--- src/rtl/dispatch_router_if.sv ---
// Decoder/ROB/station-facing bus of the dispatch router.
// The router uses the slave modport; the surrounding design drives the master side.
interface dispatch_router_if #(
  parameter int TAG_W = 4
);
  logic             i_valid;
  logic             o_ready;
  logic [8:0]       i_pc;
  logic [4:0]       i_rs1, i_rs2, i_rd;
  logic             i_alusrc, i_branch, i_memread, i_memwrite, i_regwrite;
  logic [31:0]      i_imm;
  logic [3:0]       i_aluop;
  logic [1:0]       i_futype;
  logic             rob_ready;
  logic             alu_valid, alu_ready;
  logic             br_valid, br_ready;
  logic             lsu_valid, lsu_ready;
  logic [8:0]       o_pc;
  logic [4:0]       o_rs1, o_rs2, o_rd;
  logic             o_alusrc, o_branch, o_memread, o_memwrite, o_regwrite;
  logic [31:0]      o_imm;
  logic [3:0]       o_aluop;
  logic [TAG_W-1:0] o_tag;

  modport slave (
    input  i_valid, i_pc, i_rs1, i_rs2, i_rd, i_alusrc, i_branch, i_memread,
           i_memwrite, i_regwrite, i_imm, i_aluop, i_futype, rob_ready,
           alu_ready, br_ready, lsu_ready,
    output o_ready, alu_valid, br_valid, lsu_valid, o_pc, o_rs1, o_rs2, o_rd,
           o_alusrc, o_branch, o_memread, o_memwrite, o_regwrite, o_imm,
           o_aluop, o_tag
  );

  modport master (
    output i_valid, i_pc, i_rs1, i_rs2, i_rd, i_alusrc, i_branch, i_memread,
           i_memwrite, i_regwrite, i_imm, i_aluop, i_futype, rob_ready,
           alu_ready, br_ready, lsu_ready,
    input  o_ready, alu_valid, br_valid, lsu_valid, o_pc, o_rs1, o_rs2, o_rd,
           o_alusrc, o_branch, o_memread, o_memwrite, o_regwrite, o_imm,
           o_aluop, o_tag
  );
endinterface

--- src/rtl/dispatch_router.sv ---
// In-order dispatch FIFO: steers the oldest micro-op to the ALU, branch or LSU
// station by FU type and stamps each dispatched op with a wrapping tag.
module dispatch_router #(
  parameter int DEPTH = 2,
  parameter int TAG_W = 4
) (
  input logic              clk,
  input logic              reset_n,
  input logic              flush,
  dispatch_router_if.slave bus
);
  localparam int AW = $clog2(DEPTH);
  localparam int CW = AW + 1;

  typedef struct packed {
    logic [8:0]  pc;
    logic [4:0]  rs1, rs2, rd;
    logic        alusrc, branch, memread, memwrite, regwrite;
    logic [31:0] imm;
    logic [3:0]  aluop;
    logic [1:0]  futype;
  } uop_t;

  uop_t             mem [DEPTH];
  logic [AW-1:0]    head_q, tail_q;
  logic [CW-1:0]    count_q;
  logic [TAG_W-1:0] tag_q;
  uop_t             head, wr_uop;
  logic             can_go, is_br, is_lsu, is_alu, enq, fire;

  always_comb begin
    wr_uop          = '0;
    wr_uop.pc       = bus.i_pc;
    wr_uop.rs1      = bus.i_rs1;
    wr_uop.rs2      = bus.i_rs2;
    wr_uop.rd       = bus.i_rd;
    wr_uop.alusrc   = bus.i_alusrc;
    wr_uop.branch   = bus.i_branch;
    wr_uop.memread  = bus.i_memread;
    wr_uop.memwrite = bus.i_memwrite;
    wr_uop.regwrite = bus.i_regwrite;
    wr_uop.imm      = bus.i_imm;
    wr_uop.aluop    = bus.i_aluop;
    wr_uop.futype   = bus.i_futype;
  end

  assign head = mem[head_q];

  // Valids never look at station readies; futype 11 falls through to the ALU.
  assign can_go = (count_q != '0) && bus.rob_ready && !flush;
  assign is_br  = (head.futype == 2'b01);
  assign is_lsu = (head.futype == 2'b10);
  assign is_alu = !is_br && !is_lsu;

  assign bus.alu_valid = can_go && is_alu;
  assign bus.br_valid  = can_go && is_br;
  assign bus.lsu_valid = can_go && is_lsu;
  assign bus.o_ready   = (count_q < CW'(DEPTH));

  assign fire = (bus.alu_valid && bus.alu_ready) ||
                (bus.br_valid  && bus.br_ready)  ||
                (bus.lsu_valid && bus.lsu_ready);
  assign enq  = bus.i_valid && bus.o_ready;

  assign bus.o_pc       = head.pc;
  assign bus.o_rs1      = head.rs1;
  assign bus.o_rs2      = head.rs2;
  assign bus.o_rd       = head.rd;
  assign bus.o_alusrc   = head.alusrc;
  assign bus.o_branch   = head.branch;
  assign bus.o_memread  = head.memread;
  assign bus.o_memwrite = head.memwrite;
  assign bus.o_regwrite = head.regwrite;
  assign bus.o_imm      = head.imm;
  assign bus.o_aluop    = head.aluop;
  assign bus.o_tag      = tag_q;

  always_ff @(posedge clk or negedge reset_n) begin
    if (!reset_n) begin
      head_q  <= '0;
      tail_q  <= '0;
      count_q <= '0;
      tag_q   <= '0;
      for (int i = 0; i < DEPTH; i++) mem[i] <= '0;
    end else if (flush) begin
      // Storage is left as-is; only the bookkeeping is cleared.
      head_q  <= '0;
      tail_q  <= '0;
      count_q <= '0;
      tag_q   <= '0;
    end else begin
      if (enq) begin
        mem[tail_q] <= wr_uop;
        tail_q      <= tail_q + 1'b1;
      end
      if (fire) begin
        head_q <= head_q + 1'b1;
        tag_q  <= tag_q + 1'b1;
      end
      case ({enq, fire})
        2'b10:   count_q <= count_q + 1'b1;
        2'b01:   count_q <= count_q - 1'b1;
        default: count_q <= count_q;
      endcase
    end
  end
endmodule
--- src/flat_wrapper.sv ---
// flat-port wrapper written by rule: the top's interface ports become plain ports
module dispatch_router_flat 
#(
  parameter int DEPTH = 2,
  parameter int TAG_W = 4
)
  (clk, reset_n, flush, bus_i_valid, bus_i_pc, bus_i_rs1, bus_i_rs2, bus_i_rd, bus_i_alusrc, bus_i_branch, bus_i_memread, bus_i_memwrite, bus_i_regwrite, bus_i_imm, bus_i_aluop, bus_i_futype, bus_rob_ready, bus_alu_ready, bus_br_ready, bus_lsu_ready, bus_o_ready, bus_alu_valid, bus_br_valid, bus_lsu_valid, bus_o_pc, bus_o_rs1, bus_o_rs2, bus_o_rd, bus_o_alusrc, bus_o_branch, bus_o_memread, bus_o_memwrite, bus_o_regwrite, bus_o_imm, bus_o_aluop, bus_o_tag);
  dispatch_router_if #(.TAG_W(TAG_W)) bus_i ();
  input logic clk;
  input logic reset_n;
  input logic flush;
  input wire logic [$bits(bus_i.i_valid)-1:0] bus_i_valid;
  input wire logic [$bits(bus_i.i_pc)-1:0] bus_i_pc;
  input wire logic [$bits(bus_i.i_rs1)-1:0] bus_i_rs1;
  input wire logic [$bits(bus_i.i_rs2)-1:0] bus_i_rs2;
  input wire logic [$bits(bus_i.i_rd)-1:0] bus_i_rd;
  input wire logic [$bits(bus_i.i_alusrc)-1:0] bus_i_alusrc;
  input wire logic [$bits(bus_i.i_branch)-1:0] bus_i_branch;
  input wire logic [$bits(bus_i.i_memread)-1:0] bus_i_memread;
  input wire logic [$bits(bus_i.i_memwrite)-1:0] bus_i_memwrite;
  input wire logic [$bits(bus_i.i_regwrite)-1:0] bus_i_regwrite;
  input wire logic [$bits(bus_i.i_imm)-1:0] bus_i_imm;
  input wire logic [$bits(bus_i.i_aluop)-1:0] bus_i_aluop;
  input wire logic [$bits(bus_i.i_futype)-1:0] bus_i_futype;
  input wire logic [$bits(bus_i.rob_ready)-1:0] bus_rob_ready;
  input wire logic [$bits(bus_i.alu_ready)-1:0] bus_alu_ready;
  input wire logic [$bits(bus_i.br_ready)-1:0] bus_br_ready;
  input wire logic [$bits(bus_i.lsu_ready)-1:0] bus_lsu_ready;
  output wire logic [$bits(bus_i.o_ready)-1:0] bus_o_ready;
  output wire logic [$bits(bus_i.alu_valid)-1:0] bus_alu_valid;
  output wire logic [$bits(bus_i.br_valid)-1:0] bus_br_valid;
  output wire logic [$bits(bus_i.lsu_valid)-1:0] bus_lsu_valid;
  output wire logic [$bits(bus_i.o_pc)-1:0] bus_o_pc;
  output wire logic [$bits(bus_i.o_rs1)-1:0] bus_o_rs1;
  output wire logic [$bits(bus_i.o_rs2)-1:0] bus_o_rs2;
  output wire logic [$bits(bus_i.o_rd)-1:0] bus_o_rd;
  output wire logic [$bits(bus_i.o_alusrc)-1:0] bus_o_alusrc;
  output wire logic [$bits(bus_i.o_branch)-1:0] bus_o_branch;
  output wire logic [$bits(bus_i.o_memread)-1:0] bus_o_memread;
  output wire logic [$bits(bus_i.o_memwrite)-1:0] bus_o_memwrite;
  output wire logic [$bits(bus_i.o_regwrite)-1:0] bus_o_regwrite;
  output wire logic [$bits(bus_i.o_imm)-1:0] bus_o_imm;
  output wire logic [$bits(bus_i.o_aluop)-1:0] bus_o_aluop;
  output wire logic [$bits(bus_i.o_tag)-1:0] bus_o_tag;
  assign bus_i.i_valid = bus_i_valid;
  assign bus_i.i_pc = bus_i_pc;
  assign bus_i.i_rs1 = bus_i_rs1;
  assign bus_i.i_rs2 = bus_i_rs2;
  assign bus_i.i_rd = bus_i_rd;
  assign bus_i.i_alusrc = bus_i_alusrc;
  assign bus_i.i_branch = bus_i_branch;
  assign bus_i.i_memread = bus_i_memread;
  assign bus_i.i_memwrite = bus_i_memwrite;
  assign bus_i.i_regwrite = bus_i_regwrite;
  assign bus_i.i_imm = bus_i_imm;
  assign bus_i.i_aluop = bus_i_aluop;
  assign bus_i.i_futype = bus_i_futype;
  assign bus_i.rob_ready = bus_rob_ready;
  assign bus_i.alu_ready = bus_alu_ready;
  assign bus_i.br_ready = bus_br_ready;
  assign bus_i.lsu_ready = bus_lsu_ready;
  assign bus_o_ready = bus_i.o_ready;
  assign bus_alu_valid = bus_i.alu_valid;
  assign bus_br_valid = bus_i.br_valid;
  assign bus_lsu_valid = bus_i.lsu_valid;
  assign bus_o_pc = bus_i.o_pc;
  assign bus_o_rs1 = bus_i.o_rs1;
  assign bus_o_rs2 = bus_i.o_rs2;
  assign bus_o_rd = bus_i.o_rd;
  assign bus_o_alusrc = bus_i.o_alusrc;
  assign bus_o_branch = bus_i.o_branch;
  assign bus_o_memread = bus_i.o_memread;
  assign bus_o_memwrite = bus_i.o_memwrite;
  assign bus_o_regwrite = bus_i.o_regwrite;
  assign bus_o_imm = bus_i.o_imm;
  assign bus_o_aluop = bus_i.o_aluop;
  assign bus_o_tag = bus_i.o_tag;
  dispatch_router #(.DEPTH(DEPTH), .TAG_W(TAG_W)) u_core (.clk(clk), .reset_n(reset_n), .flush(flush), .bus(bus_i));
endmodule
--- config.mk ---
export PLATFORM = sky130hd
export DESIGN_NAME = dispatch_router_flat
export DESIGN_NICKNAME = d
export VERILOG_FILES = /design/src/rtl/dispatch_router_if.sv /design/src/rtl/dispatch_router.sv /design/src/flat_wrapper.sv
export SDC_FILE = /design/constraint.sdc
export NUM_CORES = 1
export LEC_CHECK = 0
export ABC_AREA = 1
export CELL_PAD_IN_SITES_DETAIL_PLACEMENT = 0
export CELL_PAD_IN_SITES_GLOBAL_PLACEMENT = 2
export CORE_UTILIZATION = 31
export CTS_CLUSTER_SIZE = 10
export DETAILED_ROUTE_END_ITERATION = 16
export PLACE_DENSITY_LB_ADDON = 0.15
export SLEW_MARGIN = 20
export SYNTH_ARGS = -nofsm -noshare
export SYNTH_HDL_FRONTEND = slang
export SYNTH_SLANG_ARGS = --single-unit
export TNS_END_PERCENT = 50
--- constraint.sdc ---
create_clock -name clk -period 2.9 [get_ports clk]
set_input_delay 0.29 -clock clk [delete_from_list [all_inputs] [get_ports clk]]
set_output_delay 0.29 -clock clk [all_outputs]
set_load 0.05 [all_outputs]
# Word level (Yosys, flattened, before mapping)
# Cells that the tools add are included.
dict set report totals {
  inputBits 75
  regBits 142
  output_inout_bits 73
  word_cells 79
}
dict set report classes {
  n_bitwise 3
  n_eq_ne 4
  reduce_logical 21
  mux 14
  n_addsub 5
  order_cmp 4
}
# op n
set op_table {}
lappend op_table {{$mux W67} 4}
lappend op_table {{$bwmux W134} 1}
lappend op_table {{$demux W67 S1} 1}
lappend op_table {{$logic_and A1 B1 Y1} 11}
lappend op_table {{$mux W4} 2}
lappend op_table {{$reduce_bool A2 Y1} 3}
lappend op_table {{$add A4 B1 Y4 const B} 1}
lappend op_table {{$eq A2 B1 Y1 const B} 2}
lappend op_table {{$eq A2 B2 Y1 const B} 2}
lappend op_table {{$ge A2 B2 Y1 const B} 2}
lappend op_table {{$mux W1} 4}
lappend op_table {{$not A1 Y2} 2}
lappend op_table {{$pmux W2 S2} 1}
lappend op_table {{$logic_not A1 Y1} 3}
lappend op_table {{$reduce_bool A3 Y1} 1}
lappend op_table {{$add A1 B1 Y1 const B} 2}
lappend op_table {{$add A2 B1 Y2 const B} 1}
lappend op_table {{$logic_or A1 B1 Y1} 2}
lappend op_table {{$lt A2 B1 Y1 const B} 1}
lappend op_table {{$lt A2 B2 Y1 const B} 1}
lappend op_table {{$mux W2} 1}
lappend op_table {{$reduce_and A2 Y1} 1}
lappend op_table {{$sub A2 B1 Y2 const B} 1}
lappend op_table {{$not A1 Y1} 1}

# Logic depth before layout (Yosys ltp)
# Gate-level depths: netlist of run 1.
dict set report depth {
  depth_word 14
  mapped_depth 12
}

# Worst setup path before layout of run 1
# OpenSTA, ideal clock, no wires.
dict set report synth_timing {
  path_type {reg2out}
  startpoint {reg u_core.head_q}
  endpoint {out bus_alu_valid}
  arrival_time_ps 1898
  stages_incl_launch_ff 9
  path_slack_ps 712
  cell_sequence {dfrtp_1 buf_2 inv_1 or2_2 o21ai_0 inv_1 ha_1 inv_1 nor2_1}
}
dict set report synth_between {
  elab_chain_cells 8
  elab_cells_between_ends 10
}
# element line
set synth_lines {}
lappend synth_lines {{from (decl)} dispatch_router.sv:25} ;# logic [AW-1:0] head_q, tail_q;
lappend synth_lines {{from (signal assigned)} dispatch_router.sv:97} ;# head_q <= head_q + 1'b1;
lappend synth_lines {{$not A1 Y2 (implied by the code) (*)} dispatch_router.sv:47} ;# assign head = mem[head_q];
lappend synth_lines {{$mux W67 (implied by the code) (*) (3 in series)} dispatch_router.sv:47}
lappend synth_lines {{$eq A2 B1 Y1 / $eq A2 B2 Y1 (equally long branches)} {dispatch_router.sv:51, dispatch_router.sv:52}}
lappend synth_lines {{$logic_not A1 Y1} dispatch_router.sv:53} ;# assign is_alu = !is_br && !is_lsu;
lappend synth_lines {{$logic_and A1 B1 Y1 (*)} dispatch_router.sv:53}
lappend synth_lines {{$logic_and A1 B1 Y1 (*)} dispatch_router.sv:55} ;# assign bus.alu_valid = can_go && is_alu;
lappend synth_lines {{to (decl)} flat_wrapper.sv:30} ;# output wire logic [$bits(bus_i.alu_valid)-1:0] bus_alu_valid;
# Every way passes the cells marked *; elsewhere a longest branch is shown, timed or not. The select of a mux whose other input is x is not followed.

# Final worst setup path of run 1
# Ends and elaborated chain as after synthesis.

==> results_dict.tcl, run 1 <==
set metrics [dict create \
    slew_violations 0 \
    cts_made_buffers 17 \
    skew_ns 0.01011 \
    irDropWorstVdd_mv 0.4034 \
    rsz0062_at_grt "false" \
    regArea_um2 3555 \
    grt_pass1_vias 5161 \
    die_w_um 144.6 \
    wl_met3_um 981 \
    rr_worst_depth 11 \
    cts_resized 0 \
    synth.most_common_cell "nand2_1" \
    yosys.area.top_type "dfrtp_1" \
    cts_root_buffer "clkbuf_16" \
    critPathLaunchType "flip-flop" \
    synthCells 780 \
    combPwrFrac 0.326 \
    netlist_top_cells_area "dfrtp_1 56%, nand2_1 20%, o21ai_0 7.2%, inv_1 4.6%, o21ai_1 3.9%" \
    drt-pass1-iter-count 5 \
    layout_setup_ws_ns 0.3243 \
    final_area_um2 8615 \
    viasPerCell 4.442 \
    grt_usage 0.1627 \
    start_util 0.3198 \
    cts_buffer_depth 2 \
    cts_tree "yes" \
    fp-row-count 51 \
    io_buffers 147 \
    cellPowerDensity_nw_per_um2 917.0 \
    crit_arrival_ns 2.29 \
    synth_ff_type "dfrtp_1" \
    p_leak_nw 4.433 \
    gp_congestion 0.7303 \
    switching_power_mw 2.840 \
    synth-async-reset-ratio 1.000 \
    p_seq_frac 0.361 \
    crit_fanout 19 \
    nFillCells 1943 \
    routed_wirelength_um 16000 \
    fp.dieH_um 144.6 \
    dp_hpwl_um 10170 \
    cts.clk_slew.worst_paths_ns 0.06 \
    post-route-min-period_ns 2.576 \
    post_cts_buffers 0 \
    syn_nets 858 \
    syn-cell-area_um2 6306 \
    cap_violations 0 \
    dpl_worst_slack_ns 0.7122 \
    met2_wirelength_um 7675 \
    wl_met1_um 7163 \
    synth_common_cells "340 x nand2_1, 142 x dfrtp_1, 91 x o21ai_0, 78 x inv_1, 49 x o21ai_1" \
    placed_cell_area_um2 7935 \
    synth_edf_count 0 \
    hold_depth 3 \
    hold_path.class "in -> reg" \
    fin_nets 991 \
    tns_ns 0 \
    fmax_mhz 388.2 \
    overflow 0 \
    r2r_slack_ns 0.72 \
    num_io_pins 148 \
    crit_type "reg -> out" \
    num_vias 5286 \
    htreeDepth 4 \
    wl_per_cell_um 13.45 \
    outcome "finished, final reports clean" \
    tightestPinTransition_ns 0.7228 \
    yosys.cell_types.count 24 \
    core_area_um2 19720 \
    slew_headroom 0.5182 \
    worstPathRequired_ns 2.61 \
    synth.top_cell.area_share 0.5635 \
    p_clk_frac 0.312 \
    setup_viol 0 \
    period_share 0.8882 \
    die_area_um2 20920 \
    finalHoldViolCount 0 \
    p_int_mw 5.060 \
    drive_gt1_frac 0.1222 \
    antennaDiodeCount 0 \
    grt_max_degree 135 \
    top_layer "met4" \
    p_sw_frac 0.3595 \
    area_growth_pct 36.61 \
    multiInputGateArea_um2 2231 \
    synth-seq-cells 142 \
    antenna_found_initial 0 \
    cts_hold_buf 1 \
    grt_pass1_wl_um 25880 \
    drt-initial-drc-count 341 \
    drcViolationCount 0 \
    final_util 0.4369 \
    end_kind "output pin" \
    clock_latency_ns 0.42 \
    clock-sinks 142 \
    final_antenna_net_count 0 \
    synth.avg_cell_area_um2 8.085 \
    ys_seq_area_frac 0.5635 \
    synth_warnings 0 \
]
-- path summary, 6_finish.rpt --
| kind | startpoint | endpoint |
|---|---|---|
| setup / recovery | u_core.head_q$_DFFE_PN0P_ | bus_alu_valid |
| hold / removal | bus_i_imm[20] | u_core.mem[93]$_DFFE_PN0P_ |
| setup reg to reg | u_core.head_q$_DFFE_PN0P_ | u_core.count_q[0]$_DFFE_PN0P_ |
| hold reg to reg | u_core.mem[1]$_DFFE_PN0P_ | u_core.mem[1]$_DFFE_PN0P_ |
| max in group asynchronous | reset_n | u_core.mem[54]$_DFFE_PN0P_ |
| min in group asynchronous | reset_n | u_core.mem[55]$_DFFE_PN0P_ |
-- placed cells by master, fill, tap and decap left out, drive strengths merged --
cell             n
a21oi            5
buf             63
bufinv           6
clkbuf          20
clkdlybuf4s50   93
clkinv           2
clkinvlp         3
dfrtp          142
dlygate4sd3      1
ha               3
inv             82
nand2          345
nand3            6
nand4            1
nor2            10
nor3             1
o21ai          140
or2              2
-- logic make-up (layout without fill, tap and decap cells) --
family                     count (synthesis)  count (layout)  synth area share
and+or+nand+nor                          365             365            0.2308
AOI/OAI and AO/OA                        145             145            0.1151
buffers and inverters                    125             270           0.08472
DFF                                      142             142            0.5635
adders and majority gates                  3               3          0.005953
-- layer usage --
metal  GRT usage  vias up
met3     0.04470       14
met5           0        -
met4     0.05596        0
met2      0.2723      138
met1      0.2009     2463
li1            -     2671
-- flip-flops by register name, indices dropped and copies added, names as in the netlist --
name	flops
u_core.mem	134
u_core.count_q	2
u_core.head_q	1
u_core.bus.o_tag	4
u_core.tail_q	1
-- power by group through the flow --
stage | clock network (mW) | registers, mW | logic [mW]
final | 2.47 | 2.85 | 2.58
after global placement | 0 | 2.87 | 2.56
after CTS | 2.54 | 2.85 | 2.62
after floorplan | 0 | 2.81 | 1.79
after detailed placement | 0 | 2.88 | 2.61
after global routing | 2.63 | 2.93 | 2.82
-- layout make-up --
cell class | count | area share
Clock inverter | 11 | 0.02469
Inverter | 82 | 0.03602
Multi-Input combinational cell | 513 | 0.2590
Clock buffer | 20 | 0.05301
Timing Repair Buffer | 157 | 0.1762
Sequential cell | 142 | 0.4126
Tap cell | 265 | 0.03849
-- critical path, stage by stage, from the launching register on --
cell and delay, ns:
dfrtp_2 0.47, inv_2 0.19, or2_2 0.31, o21ai_0 0.11, inv_1 0.07, ha_1 0.31, inv_1 0.04, nor2_1 0.19
buf_12 0.17
-- stage by stage --
step | cells | power, mW | hold slack (ns)
final | 1190 | 7.900 | 0.4272
after CTS | 1190 | 8.009 | 0.4121
after detailed placement | 1158 | 5.490 | 0.3731
after global routing | 1190 | 8.381 | 0.4219
after floorplan | 780 | 4.600 | -0.005591
after global placement | 1158 | 5.430 | 0.3585
(Power assumes the default switching activity.)
==> run 2: changes to the inputs <==
--- a/config.mk
+++ b/config.mk
@@ -12,7 +12,6 @@
 export CTS_CLUSTER_SIZE = 10
 export DETAILED_ROUTE_END_ITERATION = 16
 export PLACE_DENSITY_LB_ADDON = 0.15
-export SLEW_MARGIN = 20
 export SYNTH_ARGS = -nofsm -noshare
 export SYNTH_HDL_FRONTEND = slang
 export SYNTH_SLANG_ARGS = --single-unit
==> results of run 2 <==
No change in the layout: final DEF, timing and power equal those of run 1.
==> run 3: changes to the inputs <==
--- a/config.mk
+++ b/config.mk
@@ -9,8 +9,9 @@
 export CELL_PAD_IN_SITES_DETAIL_PLACEMENT = 0
 export CELL_PAD_IN_SITES_GLOBAL_PLACEMENT = 2
 export CORE_UTILIZATION = 31
-export CTS_CLUSTER_SIZE = 10
+export CTS_CLUSTER_SIZE = 8
 export DETAILED_ROUTE_END_ITERATION = 16
+export GPL_TIMING_DRIVEN = 0
 export PLACE_DENSITY_LB_ADDON = 0.15
 export SYNTH_ARGS = -nofsm -noshare
 export SYNTH_HDL_FRONTEND = slang
==> results_dict.tcl, run 3 (synthesis results as in run 1) <==
set metrics [dict create \
    outcome "finished, final reports clean" \
    regArea_um2 3553 \
    drt-pass1-iter-count 4 \
    cap_violations 0 \
    worstPathRequired_ns 2.61 \
    period_share 0.9209 \
    largest-register "u_core.mem" \
    end_kind "output pin" \
    whs_ns 0.3656 \
    critical_path.top_delay_family "buffers and inverters" \
    crit_buf_inv 4 \
    cts_buffer_depth 2 \
    rsz0062_at_grt "false" \
    gp_congestion 0.7538 \
    final_cell_count_no_fill 1225 \
    dpl_worst_slack_ns 0.1028 \
    hold_path.class "in -> async" \
    num_vias 5552 \
    start_util 0.3198 \
    skew_ns 0.007947 \
    grt_usage 0.1933 \
    cts_root_buffer "clkbuf_16" \
    die_area_um2 20920 \
    layout_setup_ws_ns 0.2294 \
    viasPerCell 4.532 \
    tightestPinTransition_ns 0.6813 \
    largest_reg_flops 134 \
    final_antenna_net_count 0 \
    wl_per_cell_um 15.70 \
    rr_worst_depth 11 \
    drt-initial-drc-count 363 \
    rr_endpoint "u_core.count_q[0]$_DFFE_PN0P_" \
    multiInputGateArea_um2 2218 \
    final_common_cell "nand2_1" \
    cpPeakStageDelay_ns 0.53 \
    cts.clk_slew.worst_paths_ns 0.06 \
    final_cell_mix "340 x nand2_1, 142 x dfrtp_1, 93 x clkdlybuf4s50_1" \
    fp-row-count 51 \
    p_leak_nw 4.687 \
    cts_made_buffers 17 \
    fp.dieH_um 144.6 \
    slew_violations 0 \
    core_area_um2 19720 \
    grt_pass1_vias 5329 \
    die_w_um 144.6 \
    fin_nets 1026 \
    path_cells "buf_2 > buf_2 > o21ai_0 > ha_1 > inv_1 > nor2_1 > dlygate4sd2_1" \
    r2r_slack_ns 0.74 \
    num_io_pins 148 \
    drive_gt1_frac 0.08333 \
    antennaDiodeCount 0 \
    cts_tree "yes" \
    drcViolationCount 0 \
    crit_fanout 10 \
    crit_top_cell "buf_2" \
    finalHoldViolCount 0 \
    tns_ns 0 \
    routed_wirelength_um 19240 \
    fmax_mhz 374.4 \
    post-route-min-period_ns 2.671 \
    clock-sinks 142 \
    dp_hpwl_um 13060 \
    slew_headroom 0.5458 \
    dp.cells 1193 \
    grt_max_degree 101 \
    r2r_start "u_core.head_q$_DFFE_PN0P_" \
    antenna_found_initial 0 \
    overflow 0 \
    io_buffers 147 \
    grt_pass1_wl_um 29690 \
    crit_type "reg -> out" \
    clock_latency_ns 0.41 \
    htreeDepth 4 \
    critPathLaunchType "flip-flop" \
    nFillCells 1940 \
    irDropWorstVdd_mv 0.4340 \
    cellPowerDensity_nw_per_um2 880.0 \
    p_total_mw 7.709 \
    area_growth_pct 38.91 \
    slowest_stage "dlygate4sd2_1" \
    setup_viol 0 \
    crit_arrival_ns 2.38 \
]
[run 3: cell count changes in the layout (fill, tap and decap cells not counted), sizes merged]
cell,change
buf,-38
clkinv,+2
bufinv,-3
dlymetal6s2s,+16
dlygate4sd2,+36
clkbuf,+22
[run 3: layout make-up]
| type | count | area share |
|---|---|---|
| multi-input cells | 513 | 0.2532 |
| clock buffers | 21 | 0.05485 |
| clock inverters | 10 | 0.01557 |
| repair buffers | 149 | 0.1713 |
| well taps | 265 | 0.03785 |
| flip-flops and latches | 142 | 0.4057 |
| inverters | 82 | 0.03542 |
| plain buffers | 43 | 0.02614 |
[run 3: repair_timing]
action | in CTS | in global routing
hold buffers | 1 | 0
hold endpoints to repair | 42 | 0
buffers inserted | 0 | 0
resized for setup | 40 | 20
endpoints found under the setup margin | 38 | 19
[run 3: worst max-delay path by stage]
stage / startpoint / to / slack, ns / cells after the start
finish: u_core.head_q$_DFFE_PN0P_ / bus_lsu_valid / 0.23 / 7
global route: u_core.head_q$_DFFE_PN0P_ / bus_lsu_valid / 0.04 / 7
CTS: u_core.head_q$_DFFE_PN0P_ / bus_o_rs2[2] / 0.0002 / 7
detailed placement: u_core.head_q$_DFFE_PN0P_ / bus_o_aluop[3] / 0.10 / 7
global placement: reset_n / u_core.mem[93]$_DFFE_PN0P_ / -4.20 / 1
floorplan: u_core.head_q$_DFFE_PN0P_ / bus_alu_valid / 0.71 / 8
[run 3: metrics by stage]
step	utilization	area, um^2
2_1_floorplan	-	6306
3_3_place_gp	0.4113	8109
3_5_place_dp	0.4127	8138
4_1_cts	0.4424	8722
5_1_grt	0.4443	8760
6_report	0.4443	8760
[run 3: where the power goes]
group | leakage [nW] | internal, mW | switching [mW]
Sequential | 1.78 | 2.55 | 0.301
Combinational | 2.61 | 0.818 | 1.76
Clock | 0.297 | 1.44 | 0.846
Total | 4.69 | 4.81 | 2.90
[run 3: worst reg2reg max path: stages, from the launching register on]
cell	delay [ns]
dfrtp_1	0.35
buf_2	0.16
buf_2	0.23
o21ai_0	0.29
inv_1	0.08
ha_1	0.31
nand3_2	0.11
nand3_4	0.15
nand2_2	0.10
nand2_1	0.07
o21ai_0	0.15
nor2_1	0.05
[run 3: layer usage]
layer  global-route usage  vias to the layer above  part of all wire
met2               0.3011                      154              0.47
met1               0.2702                     2647              0.47
li1                     -                     2737                 -
met4              0.05097                        0            0.0090
met5                    0                        -                 0
met3              0.04238                       14             0.048
